[config.mk]
export PLATFORM = sky130hd
export DESIGN_NAME = fetch_unit
export DESIGN_NICKNAME = d
export VERILOG_FILES = /design/src/rtl/fetch_unit_pkg.sv /design/src/rtl/fetch_unit_fifo.sv /design/src/rtl/fetch_unit.sv
export SDC_FILE = /design/constraint.sdc
export NUM_CORES = 1
export LEC_CHECK = 0
export CAP_MARGIN = 30
export CORE_AREA = 2 2 169 171
export CTS_BUF_LIST = sky130_fd_sc_hd__clkbuf_8
export CTS_CLUSTER_SIZE = 30
export DETAILED_ROUTE_END_ITERATION = 8
export DIE_AREA = 0 0 171 173
export PLACE_DENSITY = 0.82
export SLEW_MARGIN = 20
export SYNTH_ARGS = -nofsm -noshare
export SYNTH_HDL_FRONTEND = slang
export SYNTH_SLANG_ARGS = --single-unit
[constraint.sdc]
create_clock -name clk -period 13.35 [get_ports clk]
set_clock_uncertainty 0.1 [all_clocks]
set_input_delay 2.0025 -clock clk [delete_from_list [all_inputs] [get_ports clk]]
set_output_delay 2.0025 -clock clk [all_outputs]
set_load 0.01 [all_outputs]
[src/rtl/fetch_unit_pkg.sv]
// Shared types and defaults for the instruction fetch stage.
package fetch_unit_pkg;

  localparam logic [31:0] RESET_PC_DEF = 32'h0000_0000;
  localparam int          DROP_W       = 8;

  typedef struct packed {
    logic [31:0] pc;
    logic [31:0] inst;
  } fetch_entry_t;

  function automatic logic [31:0] next_pc(input logic [31:0] pc);
    return pc + 32'd4;
  endfunction

endpackage

[src/rtl/fetch_unit_fifo.sv]
// Synchronous FIFO with flush; push on a full FIFO is accepted when a pop happens the same cycle.
module fetch_fifo #(
  parameter int  DEPTH = 4,
  parameter type T     = logic [31:0]
) (
  input  logic                         clk,
  input  logic                         rst,
  input  logic                         push_i,
  input  T                             push_data_i,
  input  logic                         pop_i,
  input  logic                         flush_i,
  output T                             head_o,
  output logic                         full_o,
  output logic                         empty_o,
  output logic [$clog2(DEPTH+1)-1:0]   count_o
);

  localparam int PW = (DEPTH > 1) ? $clog2(DEPTH) : 1;
  localparam int CW = $clog2(DEPTH+1);

  T                mem_q [DEPTH];
  logic [PW-1:0]   wr_q, rd_q, wr_d, rd_d;
  logic [CW-1:0]   count_q, count_d;
  logic            do_push, do_pop;

  assign empty_o = (count_q == '0);
  assign full_o  = (count_q == CW'(DEPTH));
  assign count_o = count_q;
  assign head_o  = mem_q[rd_q];

  assign do_pop  = pop_i && !empty_o;
  assign do_push = push_i && (!full_o || do_pop);

  // Pointers wrap explicitly so DEPTH need not be a power of two.
  always_comb begin
    wr_d    = wr_q;
    rd_d    = rd_q;
    count_d = count_q;
    if (do_push) wr_d = (wr_q == PW'(DEPTH-1)) ? '0 : wr_q + PW'(1);
    if (do_pop)  rd_d = (rd_q == PW'(DEPTH-1)) ? '0 : rd_q + PW'(1);
    case ({do_push, do_pop})
      2'b10:   count_d = count_q + CW'(1);
      2'b01:   count_d = count_q - CW'(1);
      default: count_d = count_q;
    endcase
  end

  always_ff @(posedge clk or posedge rst) begin
    if (rst) begin
      wr_q    <= '0;
      rd_q    <= '0;
      count_q <= '0;
      for (int i = 0; i < DEPTH; i++) mem_q[i] <= '0;
    end else if (flush_i) begin
      wr_q    <= '0;
      rd_q    <= '0;
      count_q <= '0;
    end else begin
      if (do_push) mem_q[wr_q] <= push_data_i;
      wr_q    <= wr_d;
      rd_q    <= rd_d;
      count_q <= count_d;
    end
  end

endmodule

[src/rtl/fetch_unit.sv]
// Instruction fetch stage: PC owner, in-order imem requester, decode queue, redirect flush.
// Optional FETCH_PERF_EN adds perf_fetched / perf_stall counters.
module fetch_unit
  import fetch_unit_pkg::*;
#(
  parameter int          DEPTH     = 4,
  parameter int          MAX_OUTST = 2,
  parameter logic [31:0] RESET_PC  = RESET_PC_DEF
) (
  input  logic        clk,
  input  logic        reset,
  output logic        imem_req,
  output logic [31:0] imem_addr,
  input  logic        imem_gnt,
  input  logic        imem_rvalid,
  input  logic [31:0] imem_rdata,
  input  logic        redirect_valid,
  input  logic [31:0] redirect_pc,
  output logic        dec_valid,
  input  logic        dec_ready,
  output logic [31:0] dec_inst,
  output logic [31:0] dec_pc
`ifdef FETCH_PERF_EN
  ,
  output logic [31:0] perf_fetched,
  output logic [31:0] perf_stall
`endif
);

  localparam int QCW = $clog2(DEPTH+1);
  localparam int OCW = $clog2(MAX_OUTST+1);

  logic [31:0]       pc_q, pc_d;
  logic [DROP_W-1:0] drop_q, drop_d;

  logic              fire, rsp_drop, rsp_take, q_pop, credit_ok;
  logic              q_full, q_empty, tag_full, tag_empty;
  logic [QCW-1:0]    q_count;
  logic [OCW-1:0]    tag_count;
  logic [31:0]       tag_head;
  fetch_entry_t      q_in, q_head;

  // Outstanding count is the tag FIFO occupancy: one tag per granted, unanswered request.
  assign credit_ok = (int'(q_count) + int'(tag_count)) < DEPTH;
  assign imem_req  = !reset && !redirect_valid && !tag_full && credit_ok;
  assign imem_addr = pc_q;
  assign fire      = imem_req && imem_gnt;

  assign rsp_drop  = imem_rvalid && (drop_q != '0);
  assign rsp_take  = imem_rvalid && (drop_q == '0) && !tag_empty && !redirect_valid;
  assign q_pop     = !q_empty && dec_ready && !redirect_valid;

  assign q_in.pc   = tag_head;
  assign q_in.inst = imem_rdata;

  fetch_fifo #(.DEPTH(MAX_OUTST), .T(logic [31:0])) u_tag (
    .clk         (clk),
    .rst         (reset),
    .push_i      (fire),
    .push_data_i (pc_q),
    .pop_i       (rsp_take),
    .flush_i     (redirect_valid),
    .head_o      (tag_head),
    .full_o      (tag_full),
    .empty_o     (tag_empty),
    .count_o     (tag_count)
  );

  fetch_fifo #(.DEPTH(DEPTH), .T(fetch_entry_t)) u_queue (
    .clk         (clk),
    .rst         (reset),
    .push_i      (rsp_take),
    .push_data_i (q_in),
    .pop_i       (q_pop),
    .flush_i     (redirect_valid),
    .head_o      (q_head),
    .full_o      (q_full),
    .empty_o     (q_empty),
    .count_o     (q_count)
  );

  assign dec_valid = !q_empty;
  assign dec_inst  = q_head.inst;
  assign dec_pc    = q_head.pc;

  // On redirect every in-flight request becomes a drop; a response arriving
  // in the same cycle retires one of them (guarded against a stray rvalid).
  always_comb begin
    pc_d   = pc_q;
    drop_d = drop_q;
    if (redirect_valid) begin
      pc_d   = redirect_pc & ~32'h3;
      drop_d = drop_q + DROP_W'(tag_count)
               - DROP_W'(imem_rvalid && ((drop_q != '0) || !tag_empty));
    end else begin
      if (fire)     pc_d   = next_pc(pc_q);
      if (rsp_drop) drop_d = drop_q - DROP_W'(1);
    end
  end

  always_ff @(posedge clk or posedge reset) begin
    if (reset) begin
      pc_q   <= RESET_PC;
      drop_q <= '0;
    end else begin
      pc_q   <= pc_d;
      drop_q <= drop_d;
    end
  end

`ifdef FETCH_PERF_EN
  logic [31:0] perf_fetched_q, perf_stall_q;

  always_ff @(posedge clk or posedge reset) begin
    if (reset) begin
      perf_fetched_q <= '0;
      perf_stall_q   <= '0;
    end else begin
      if (q_pop)                   perf_fetched_q <= perf_fetched_q + 32'd1;
      if (dec_ready && !dec_valid) perf_stall_q   <= perf_stall_q + 32'd1;
    end
  end

  assign perf_fetched = perf_fetched_q;
  assign perf_stall   = perf_stall_q;
`endif

`ifndef SYNTHESIS
  a_rvalid_expected: assert property (@(posedge clk) disable iff (reset)
    !(imem_rvalid && tag_empty && (drop_q == '0)));
  a_queue_no_overflow: assert property (@(posedge clk) disable iff (reset)
    !(rsp_take && q_full && !q_pop));
`endif

endmodule

* After elaboration in Yosys (flattened, before gate mapping)
Cells that the tools add are included.
** Word-level totals
- Input bits :: 70
- Bits in registers :: 371
- Output and inout port bits :: 98
** Operators by class
- Multiplexer cells :: 32
- Bitwise gates (word level) :: 5
- $add $sub $neg :: 13
- Equality and inequality tests :: 8
- $lt $le $gt $ge :: 7
- Reduce and logical (&&, ||, !) cells :: 40
** Operators by type and width (count)
- 256-bit bitwise mux :: 1
- 32-bit two-way mux :: 6
- 64-bit two-way mux :: 3
- 64-bit binary-select mux with 2-bit select :: 1
- 64-bit demux with 2-bit select :: 1
- 64-bit bitwise mux :: 1
- 32-bit by 3-bit adder with 32-bit output (second input constant) :: 1
- 32-bit demux with 1-bit select :: 1
- 1-bit logical AND :: 17
- 8-bit two-way mux :: 2
- 2-bit two-way mux :: 7
- 2-bit nonzero test :: 6
- 2-bit equality test (second input constant) :: 5
- 8-bit by 2-bit adder with 8-bit output :: 1
- 8-bit logical NOT :: 1
- 8-bit nonzero test :: 1
- 8-bit by 1-bit subtractor with 8-bit output :: 1
- 8-bit by 1-bit subtractor with 8-bit output (second input constant) :: 1
- 2-bit by 1-bit adder with 2-bit output (second input constant) :: 3
- 3-bit >= comparator (second input constant) :: 2
- 1-bit logical NOT :: 6
- 1-bit two-way mux :: 6
- 2-bit NOT with 3-bit output :: 2
- 3-bit one-hot mux with 2 select lines :: 1
- 20 further kinds :: 28

* Longest topological paths before layout
Gate-level depths: netlist of the first run.
- Depth in word-level cells :: 10
- Depth in mapped cells :: 14
- Gate-level depth less buffers :: 14

* Cells and area by module
From an unflattened synthesis of the first run, not the netlist that was laid out.
** Second synthesis, totals
- Cells, all modules :: 1201
- Area, all modules :: 18481.5 um2
** By module, submodules not included
- fetch_fifo (u_queue) :: area each 12563.3 um2, instances 1, seq. area each 6581.3 um2, cells each 679
- fetch_fifo (u_tag) :: area each 3134.3 um2, instances 1, seq. area each 1701.6 um2, cells each 199
- fetch_unit :: area each 2783.9 um2, instances 1, seq. area each 950.9 um2, cells each 323

* Worst setup path before layout of the first run
No wires, ideal clock.
- Path kind :: input to output
- From :: in reset
- To :: out imem_req
- Stages :: 2
- Setup slack :: 8.438 ns
- Buffers on the path :: 0
- Arrival :: 2.810 ns
- Cell sequence :: or2_2 -> nor4b_1
** On the way
- Cells in the longest elaborated chain, start to end :: 4
** RTL lines
- start: declaration :: line fetch_unit.sv:11 : input logic reset,
- 1-bit logical NOT (no line)
- 1-bit logical AND (3 in a row) :: line fetch_unit.sv:45 : assign imem_req = !reset && !redirect_valid && !tag_full && credit_ok;
- end: declaration :: line fetch_unit.sv:12 : output logic imem_req,
Every way passes these cells.

* Final worst setup path of the first run
Same ends and word-level chain as after synthesis.

==> flow_metrics.tcl, run 1 <==
set metrics [dict create \
    synth-edff-count 0 \
    synth_simple_gate_area_share 0.0821 \
    antenna_found_initial 0 \
    drtIter0Drc 731 \
    max_slew_margin 0.367 \
    max_freq_ghz 0.170 \
    hold_buffers 0 \
    vias 10800 \
    drive_above_1_share 0.162 \
    fin_crit_sh 0.439 \
    cts_made_buffers 57 \
    final.setup.tns_ns 0 \
    seq_area_mm2 0.00894 \
    io_buffers 161 \
    grt_usage 0.244 \
    synth-compound-area-share 0.0700 \
    slew_viol_final 0 \
    hold_ws_ns 0.377 \
    path_max_fanout 3 \
    avgSynthCellArea_um2 12.6 \
    yosysWarnings 0 \
    synth-xor-area-share 0.00972 \
    cts_num_sinks 357 \
    viasPerCell 5.76 \
    post_cts.repair.setup_buffers 0 \
    start_util 0.587 \
    timing.rr.start "drop_q[4]" \
    outcome "complete, no violations" \
    final.min_clock_period_ns 5.87 \
    synth_top_family_by_area "multiplexers" \
    fp.dieH_um 173 \
    synth_top_area_frac 0.551 \
    die-area_mm2 0.0296 \
    synth_seq_area_share 0.551 \
    peakVddDrop_mv 0.137 \
    synth_top_cell_by_area "dfrtp_1" \
    diodes 0 \
    worst-setup-path-type "in2out" \
    cp.required_ns 11.25 \
    synth_flop_cell "dfrtp_1" \
    p_leak_uw 0.00892 \
    synth_seq_cells 357 \
    cap_violations 0 \
    finalSetupViolCount 0 \
    clockBufferDepth 3 \
    fin_nets 1544 \
    syn_to_final_growth_pct 19.4 \
    worst_pin_slew_ns 0.950 \
    syn-instance-count 1288 \
    cts_root_buffer "clkbuf_8" \
    rrSetupSlack_ns 9.77 \
    gp_congestion 0.843 \
    syn_area_mm2 0.0162 \
    power_density_mw_per_mm2 137 \
    hold_class "reg2reg" \
    multi_input_area_mm2 0.00688 \
    min_from "u_queue.mem_q[39]" \
    crit_path_end_kind "output pin" \
    drc 0 \
    worstSetupStartpoint "reset" \
    dr.pass1.iters 7 \
    grt_max_degree 128 \
    ff2ff_path_depth 14 \
    grt_pass1_wl_um 57800 \
    synth_fa_ha_area_frac 0.0217 \
    row_count 61 \
    wl_per_cell_um 18.6 \
    reg2reg_to "drop_q[6]" \
    grt_overflow 0 \
    synth_cell_types 52 \
    muxShareOfSynthArea 0.238 \
    min_path_cells 2 \
    clk-insertion-delay-late_ns 0.61 \
    ctsResizeCount 0 \
    dp_hpwl_um 22000 \
    coreArea_mm2 0.0276 \
    critPathLaunchType "input port" \
    cp_data_arrival_time_ns 3.76 \
    io_pins 168 \
    rsz0062_at_grt "false" \
    whs_endpoint "u_queue.mem_q[39]" \
    cts_tree "done" \
    grt_pass1_vias 11300 \
    finalHoldViolCount 0 \
    wl_um 34800 \
    fill_cells 1928 \
    die_w_um 171 \
    clk_pin_slew_ns 0.06 \
    postSynth.asyncResetShare 1.00 \
    h-tree-depth 2 \
    drtAntennaViolNets 0 \
    synthTopCellsByArea "dfrtp_1 55%, mux4_2 8.6%, mux2_1 8.4%, o21ai_0 4.8%, mux2_2 4.3%" \
]
==> report_power, final <==
part | leakage (µW) | total [µW] | internal (µW) | switching [µW]
logic | 0.00341 | 490 | 238 | 252
clock network | 0.000671 | 924 | 503 | 421
registers | 0.00484 | 1230 | 1160 | 70.4
==> placed cells by master, fill, tap and decap left out, drive strengths merged, types with 4 or more instances in the layout <==
master         instances
a21oi                  8
and3                   7
buf                   18
clkbuf                72
clkdlybuf4s50        160
clkinv                 6
conb                   4
dfrtp                357
ha                    25
inv                   51
mux2                 183
mux2i                 40
mux4                  62
nand2                174
nand2b                 5
nand3                 12
nand3b                 5
nand4                 14
nor2                  28
nor2b                 12
nor3                  12
nor4                   4
o211ai                 5
o21ai                158
o311ai                12
xnor2                 14
xor2                   4
==> stage by stage <==
stage / power, µW / setup WS [ns] / utilization / instances / instance area (µm²)
floorplan: 1580 / 1.34 / - / 1291 / 16200
global placement: 1720 / 7.48 / 0.655 / 1761 / 18100
detailed placement: 1740 / 7.47 / 0.656 / 1762 / 18100
CTS: 2670 / 7.47 / 0.698 / 1864 / 19300
global route: 2790 / 7.42 / 0.701 / 1868 / 19400
finish: 2650 / 7.48 / 0.701 / 1868 / 19400
==> layout make-up <==
| type | instances | share of cell area |
|---|---|---|
| Timing Repair Buffer | 178 | 0.0933 |
| Clock inverter | 30 | 0.00827 |
| Clock buffer | 72 | 0.0512 |
| Multi-Input combinational cell | 824 | 0.355 |
| Sequential cell | 357 | 0.462 |
| Inverter | 29 | 0.00601 |
| Tap cell | 378 | 0.0244 |
==> logic make-up (layout without fill, tap and decap cells) <==
logic type,after synthesis,count (layout)
buffers and inverters,110,309
multiplexers,285,285
adder cells (fa/ha/maj),27,27
XOR/XNOR,18,18
AO/OA/AOI/OAI,203,203
AND/OR/NAND/NOR,287,287
other,1,4
flip-flops,357,357
==> layer usage <==
metal | up-vias | track usage | share of wire
met2 | 349 | 0.395 | 0.48
li1 | 4925 | - | -
met5 | - | 0 | 0
met4 | 0 | 0.0706 | 0.016
met3 | 49 | 0.0428 | 0.057
met1 | 5442 | 0.340 | 0.45
==> worst max path at each step <==
| stage | end | slack [ns] | cells past startpoint |
|---|---|---|---|
| 6_report | imem_req | 7.48 | 4 |
| 5_1_grt | imem_req | 7.42 | 4 |
| 4_1_cts | imem_req | 7.47 | 4 |
| 3_5_place_dp | imem_req | 7.47 | 4 |
| 3_3_place_gp | imem_req | 7.48 | 4 |
| 2_1_floorplan | drop_q[0] | 1.34 | 1 |
==> synth_stat cells (10+ instances only) <==
library cell and count:
dfrtp_1 357, nand2_1 174, o21ai_0 154, mux2_1 121
mux2_2 62, mux4_2 62, clkbuf_1 44, mux2i_1 40
inv_1 29, nor2_1 28, ha_1 25, buf_2 18
buf_1 15, nand4_1 14, xnor2_1 14, nand3_1 12
nor2b_1 12, nor3_1 12, o311ai_0 10
==> sequential cells by signal, summed over array words and instances (netlist names) <==
signal           count
u_queue.rd_q         2
drop_q               8
u_queue.mem_q      248
u_tag.rd_q           1
u_tag.mem_q         60
u_tag.wr_q           1
imem_addr           30
u_queue.wr_q         2
u_tag.count_o        2
u_queue.count_o      3
==> critical path: stages <==
cell	delay, ns
clkdlybuf4s50_1	0.51
or2_2	0.37
nor4b_1	0.30
clkdlybuf4s50_1	0.58
No activity file was read; power rests on OpenSTA's default activity.
==> run 2, diff against run 1 <==
--- a/config.mk
+++ b/config.mk
@@ -6,12 +6,12 @@
 export NUM_CORES = 1
 export LEC_CHECK = 0
 export CAP_MARGIN = 30
-export CORE_AREA = 2 2 169 171
+export CORE_AREA = 2 2 178 180
 export CTS_BUF_LIST = sky130_fd_sc_hd__clkbuf_8
 export CTS_CLUSTER_SIZE = 30
 export DETAILED_ROUTE_END_ITERATION = 8
-export DIE_AREA = 0 0 171 173
-export PLACE_DENSITY = 0.82
+export DIE_AREA = 0 0 180 182
+export PLACE_DENSITY = 0.78
 export SLEW_MARGIN = 20
 export SYNTH_ARGS = -nofsm -noshare
 export SYNTH_HDL_FRONTEND = slang
==> constraint.sdc (replaced) <==
create_clock -name clk -period 5.1 [get_ports clk]
set_clock_uncertainty 0.1 [all_clocks]
set_input_delay 0.765 -clock clk [delete_from_list [all_inputs] [get_ports clk]]
set_output_delay 0.765 -clock clk [all_outputs]
set_load 0.01 [all_outputs]
==> run 2 against run 1 <==
First-iteration DRC count fell by 16%. Critical path type is now reg2out. Largest power group unchanged. Final cell count rose by 1.8%. Combinational power rose to 2.6 times the previous value. Setup slack got worse by 6.3 ns. Largest cell class unchanged.
==> flow_metrics.tcl, run 2 (synthesis results as in run 1) <==
set metrics [dict create \
    power_density_mw_per_mm2 367 \
    layoutNonFillerInstCount 1902 \
    largest_register "u_queue.mem_q" \
    drtAntennaViolNets 0 \
    h-tree-depth 2 \
    reg2reg_to "drop_q[6]" \
    gp_congestion 0.817 \
    grt_max_degree 119 \
    dr.pass1.iters 5 \
    start_util 0.524 \
    final.min_clock_period_ns 3.88 \
    cts_root_buffer "clkbuf_8" \
    grt_overflow 0 \
    ctsResizeCount 0 \
    fin_nets 1547 \
    p_leak_uw 0.00901 \
    ff2ff_path_depth 14 \
    hold_ws_ns 0.374 \
    fp.dieH_um 182 \
    viasPerCell 5.63 \
    cts_num_sinks 357 \
    place_inst 1791 \
    drtIter0Drc 612 \
    dp_hpwl_um 22500 \
    antenna_found_initial 0 \
    final.setup.tns_ns 0 \
    vias 10700 \
    crit_path_end_kind "output pin" \
    outcome "complete, no violations" \
    layout_common_cells "355 x dfrtp_1, 170 x nand2_1, 160 x clkdlybuf4s50_1" \
    cp.required_ns 4.24 \
    finalSetupViolCount 0 \
    cap_violations 0 \
    grt_pass1_vias 11100 \
    die_w_um 180 \
    max_slew_margin 0.316 \
    slew_viol_final 0 \
    cts_tree "done" \
    drc 0 \
    critPathLaunchType "register" \
    post_cts.repair.setup_buffers 0 \
    cts_made_buffers 58 \
    timing.rr.start "drop_q[5]" \
    hold_class "reg2reg" \
    wl_um 34900 \
    placed_cell_area_mm2 0.0183 \
    max_freq_ghz 0.258 \
    row_count 65 \
    peakVddDrop_mv 0.211 \
    drive_above_1_share 0.169 \
    grt_usage 0.217 \
    clk_pin_slew_ns 0.07 \
    path_max_fanout 33 \
    largest_register_ffs 248 \
    postLayoutCellArea_mm2 0.0196 \
    grt_pass1_wl_um 57600 \
    die-area_mm2 0.0328 \
    finalHoldViolCount 0 \
    wl_per_cell_um 18.4 \
    min_from "u_queue.mem_q[109]" \
    grtUsageMet3 0.0347 \
    grt_busiest_layer "met2" \
    clk-insertion-delay-late_ns 0.61 \
    rrSetupSlack_ns 1.44 \
    worst-setup-path-type "reg2out" \
    io_pins 168 \
    syn_to_final_growth_pct 20.9 \
    whs_endpoint "u_queue.mem_q[109]" \
    io_buffers 161 \
    cp_data_arrival_time_ns 3.01 \
    min_path_cells 2 \
    grtUsageMet1 0.294 \
    rsz0062_at_grt "false" \
    mostFrequentLayoutCell "dfrtp_1" \
    worst_pin_slew_ns 1.02 \
    hold_buffers 0 \
    fin_crit_sh 0.760 \
    coreArea_mm2 0.0310 \
    diodes 0 \
    met2_usage 0.372 \
    clockBufferDepth 3 \
]
## run 2: worst max path at each step
stage / startpoint / slack [ns] / cells after the start / end
2_1_floorplan: reset / -0.55 / 1 / drop_q[0]
3_3_place_gp: imem_rvalid / 1.36 / 7 / u_queue.mem_q[126]
3_5_place_dp: imem_rvalid / 1.29 / 7 / u_queue.mem_q[115]
4_1_cts: u_queue.rd_q[0] / 1.13 / 3 / dec_pc[31]
5_1_grt: u_queue.rd_q[0] / 1.03 / 3 / dec_pc[31]
6_report: u_queue.rd_q[0] / 1.22 / 3 / dec_pc[31]
## run 2: power by group
part / internal, µW / switching [µW] / total, µW
clock: 1550 / 1140 / 2680
combinational: 623 / 643 / 1270
sequential: 3050 / 199 / 3250
total: 5210 / 1980 / 7190
## run 2: area by class of cell
type / count / area [µm²]
Multi-Input combinational cell: 824 / 6880
Timing Repair Buffer: 180 / 1850
Sequential cell: 357 / 8940
Clock inverter: 27 / 185
Tap cell: 402 / 503
Clock buffer: 83 / 1140
Fill cell: 2334 / 11400
Inverter: 29 / 113
## run 2: through the flow
stage,power [µW],setup WS [ns],util
2_1_floorplan,4140,-0.549,-
3_3_place_gp,4500,1.36,0.589
3_5_place_dp,4560,1.29,0.589
4_1_cts,7280,1.13,0.632
5_1_grt,7580,1.03,0.633
6_report,7190,1.22,0.633
## run 2: layer usage
metal	up-vias	wire length, µm
met5	-	0
met4	0	538
met3	51	1740
met2	291	17100
met1	5419	15500
li1	4948	-
## run 2: worst max-delay path: stages, from the launching register on
cell             delay [ns]
dfrtp_4                0.90
buf_12                 0.37
mux4_2                 0.55
clkdlybuf4s50_1        0.55
==> run 3, diff against run 2 <==
--- a/config.mk
+++ b/config.mk
@@ -6,12 +6,12 @@
 export NUM_CORES = 1
 export LEC_CHECK = 0
 export CAP_MARGIN = 30
-export CORE_AREA = 2 2 178 180
+export CORE_AREA = 2 2 169 171
 export CTS_BUF_LIST = sky130_fd_sc_hd__clkbuf_8
 export CTS_CLUSTER_SIZE = 30
 export DETAILED_ROUTE_END_ITERATION = 8
-export DIE_AREA = 0 0 180 182
-export PLACE_DENSITY = 0.78
+export DIE_AREA = 0 0 171 173
+export PLACE_DENSITY = 0.82
 export SLEW_MARGIN = 20
 export SYNTH_ARGS = -nofsm -noshare
 export SYNTH_HDL_FRONTEND = slang
==> constraint.sdc (replaced) <==
create_clock -name clk -period 4.06 [get_ports clk]
set_clock_uncertainty 0.1 [all_clocks]
set_input_delay 0.609 -clock clk [delete_from_list [all_inputs] [get_ports clk]]
set_output_delay 0.609 -clock clk [all_outputs]
set_load 0.01 [all_outputs]
==> run 3 against run 2 <==
Via count increased by 0.56%. Global-route usage increased by 2.7 points. Critical path depth unchanged. Utilization increased by 7.4 points. Sequential power increased by 25%. Total power increased by 21%. Die area decreased by 9.7%. Design area decreased by 0.47%. Routed wire length decreased by 0.50%. Combinational power increased by 27%. Sequential share of layout area increased by 0.22 points. Largest power group unchanged. Highest routed layer unchanged.
==> flow_metrics.tcl, run 3 (synthesis results as in run 1) <==
set metrics [dict create \
    cts_tree "done" \
    post-place-ws_ns 0.655 \
    cts_made_buffers 57 \
    coreArea_mm2 0.0276 \
    finish.utilization 0.707 \
    power_density_mw_per_mm2 445 \
    io_buffers 161 \
    drtIter0Drc 606 \
    hold_buffers 0 \
    cp_data_arrival_time_ns 2.88 \
    post_cts.repair.setup_buffers 0 \
    ctsResizeCount 0 \
    drive_above_1_share 0.168 \
    final.min_clock_period_ns 3.59 \
    dr.pass1.iters 4 \
    finalHoldViolCount 0 \
    grt_pass1_vias 11300 \
    die-area_mm2 0.0296 \
    clockBufferDepth 3 \
    cts_root_buffer "clkbuf_8" \
    cap_violations 0 \
    drc 0 \
    cts_num_sinks 357 \
    outcome "complete, no violations" \
    dp_hpwl_um 22900 \
    drtAntennaViolNets 0 \
    layout_common_cells "355 x dfrtp_1, 170 x nand2_1, 160 x clkdlybuf4s50_1" \
    largest_register_ffs 248 \
    vias 10800 \
    gp_congestion 0.843 \
    antenna_found_initial 0 \
    min_from "redirect_valid" \
    max_freq_ghz 0.279 \
    hold_class "in2reg" \
    fin_nets 1559 \
    placed_cell_area_mm2 0.0184 \
    clk_pin_slew_ns 0.06 \
    worst_pin_slew_ns 0.853 \
    path_max_fanout 28 \
    clk-insertion-delay-late_ns 0.61 \
    io_pins 168 \
    worst-setup-path-type "reg2out" \
    viasPerCell 5.73 \
    fin_crit_sh 0.884 \
    grt_overflow 0 \
    p_leak_uw 0.00900 \
    start_util 0.587 \
    grt_usage 0.244 \
    worstSetupStartpoint "u_queue.rd_q[0]" \
    rsz0062_at_grt "false" \
    row_count 61 \
    mostFrequentLayoutCell "dfrtp_1" \
    finalSetupViolCount 0 \
    grt_max_degree 81 \
    syn_to_final_growth_pct 20.3 \
    critPathLaunchType "register" \
    die_w_um 171 \
    wl_per_cell_um 18.5 \
    fp.dieH_um 173 \
    grt_pass1_wl_um 57700 \
    h-tree-depth 2 \
    largest_register "u_queue.mem_q" \
    cp.required_ns 3.35 \
    max_slew_margin 0.432 \
    wl_um 34700 \
    setup_slack_ns 0.473 \
    postLayoutCellArea_mm2 0.0195 \
    crit_path_end_kind "output pin" \
    peakVddDrop_mv 0.263 \
    timing.rr.start "drop_q[4]" \
    diodes 0 \
    slew_viol_final 0 \
]
run 3: metrics by stage:
step	setup TNS, ns	hold WS (ns)	std cells	power [µW]
final	0	0.327	1880	8690
after global routing	0	0.320	1880	9180
after CTS	0	0.288	1880	8780
after detailed placement	0	0.365	1781	5740
after global placement	0	0.356	1780	5680
after floorplan	-511.70	0.345	1291	5200
run 3: metal layers:
layer	share of wire	global-route usage	up-vias
li1	-	-	4958
met1	0.45	0.348	5466
met2	0.47	0.384	294
met3	0.059	0.0481	51
met4	0.020	0.0710	0
met5	0	0	-
run 3: critical path, cell delays in order, from the launching register on:
cell	delay, ns
dfrtp_4	0.80
buf_4	0.40
mux4_2	0.56
clkdlybuf4s50_1	0.51
run 3: final timing paths:
| path | to | slack [ns] | cells after the start |
|---|---|---|---|
| min in group asynchronous | u_tag.count_o[1] | 0.41 | 2 |
| setup reg to reg | drop_q[6] | 0.80 | 14 |
| hold reg to reg | u_queue.mem_q[120] | 0.38 | 2 |
| max in group asynchronous | u_queue.mem_q[210] | 2.43 | 3 |
| hold / removal | u_queue.rd_q[0] | 0.33 | 2 |
| setup / recovery | dec_inst[22] | 0.47 | 3 |
run 3: report_power, final:
part           switching (µW)  internal, µW  leakage [µW]  total (µW)
sequential                241          3830       0.00484        4070
combinational             820           789       0.00350        1610
clock                    1400          1620      0.000660        3020
total                    2460          6240       0.00900        8690
run 3: layout make-up:
class	instances	area, µm²
inverters	29	113
multi-input cells	824	6880
fillers	1934	8110
clock inverters	29	171
well taps	378	473
repair buffers	193	1980
clock buffers	70	963
flip-flops and latches	357	8940
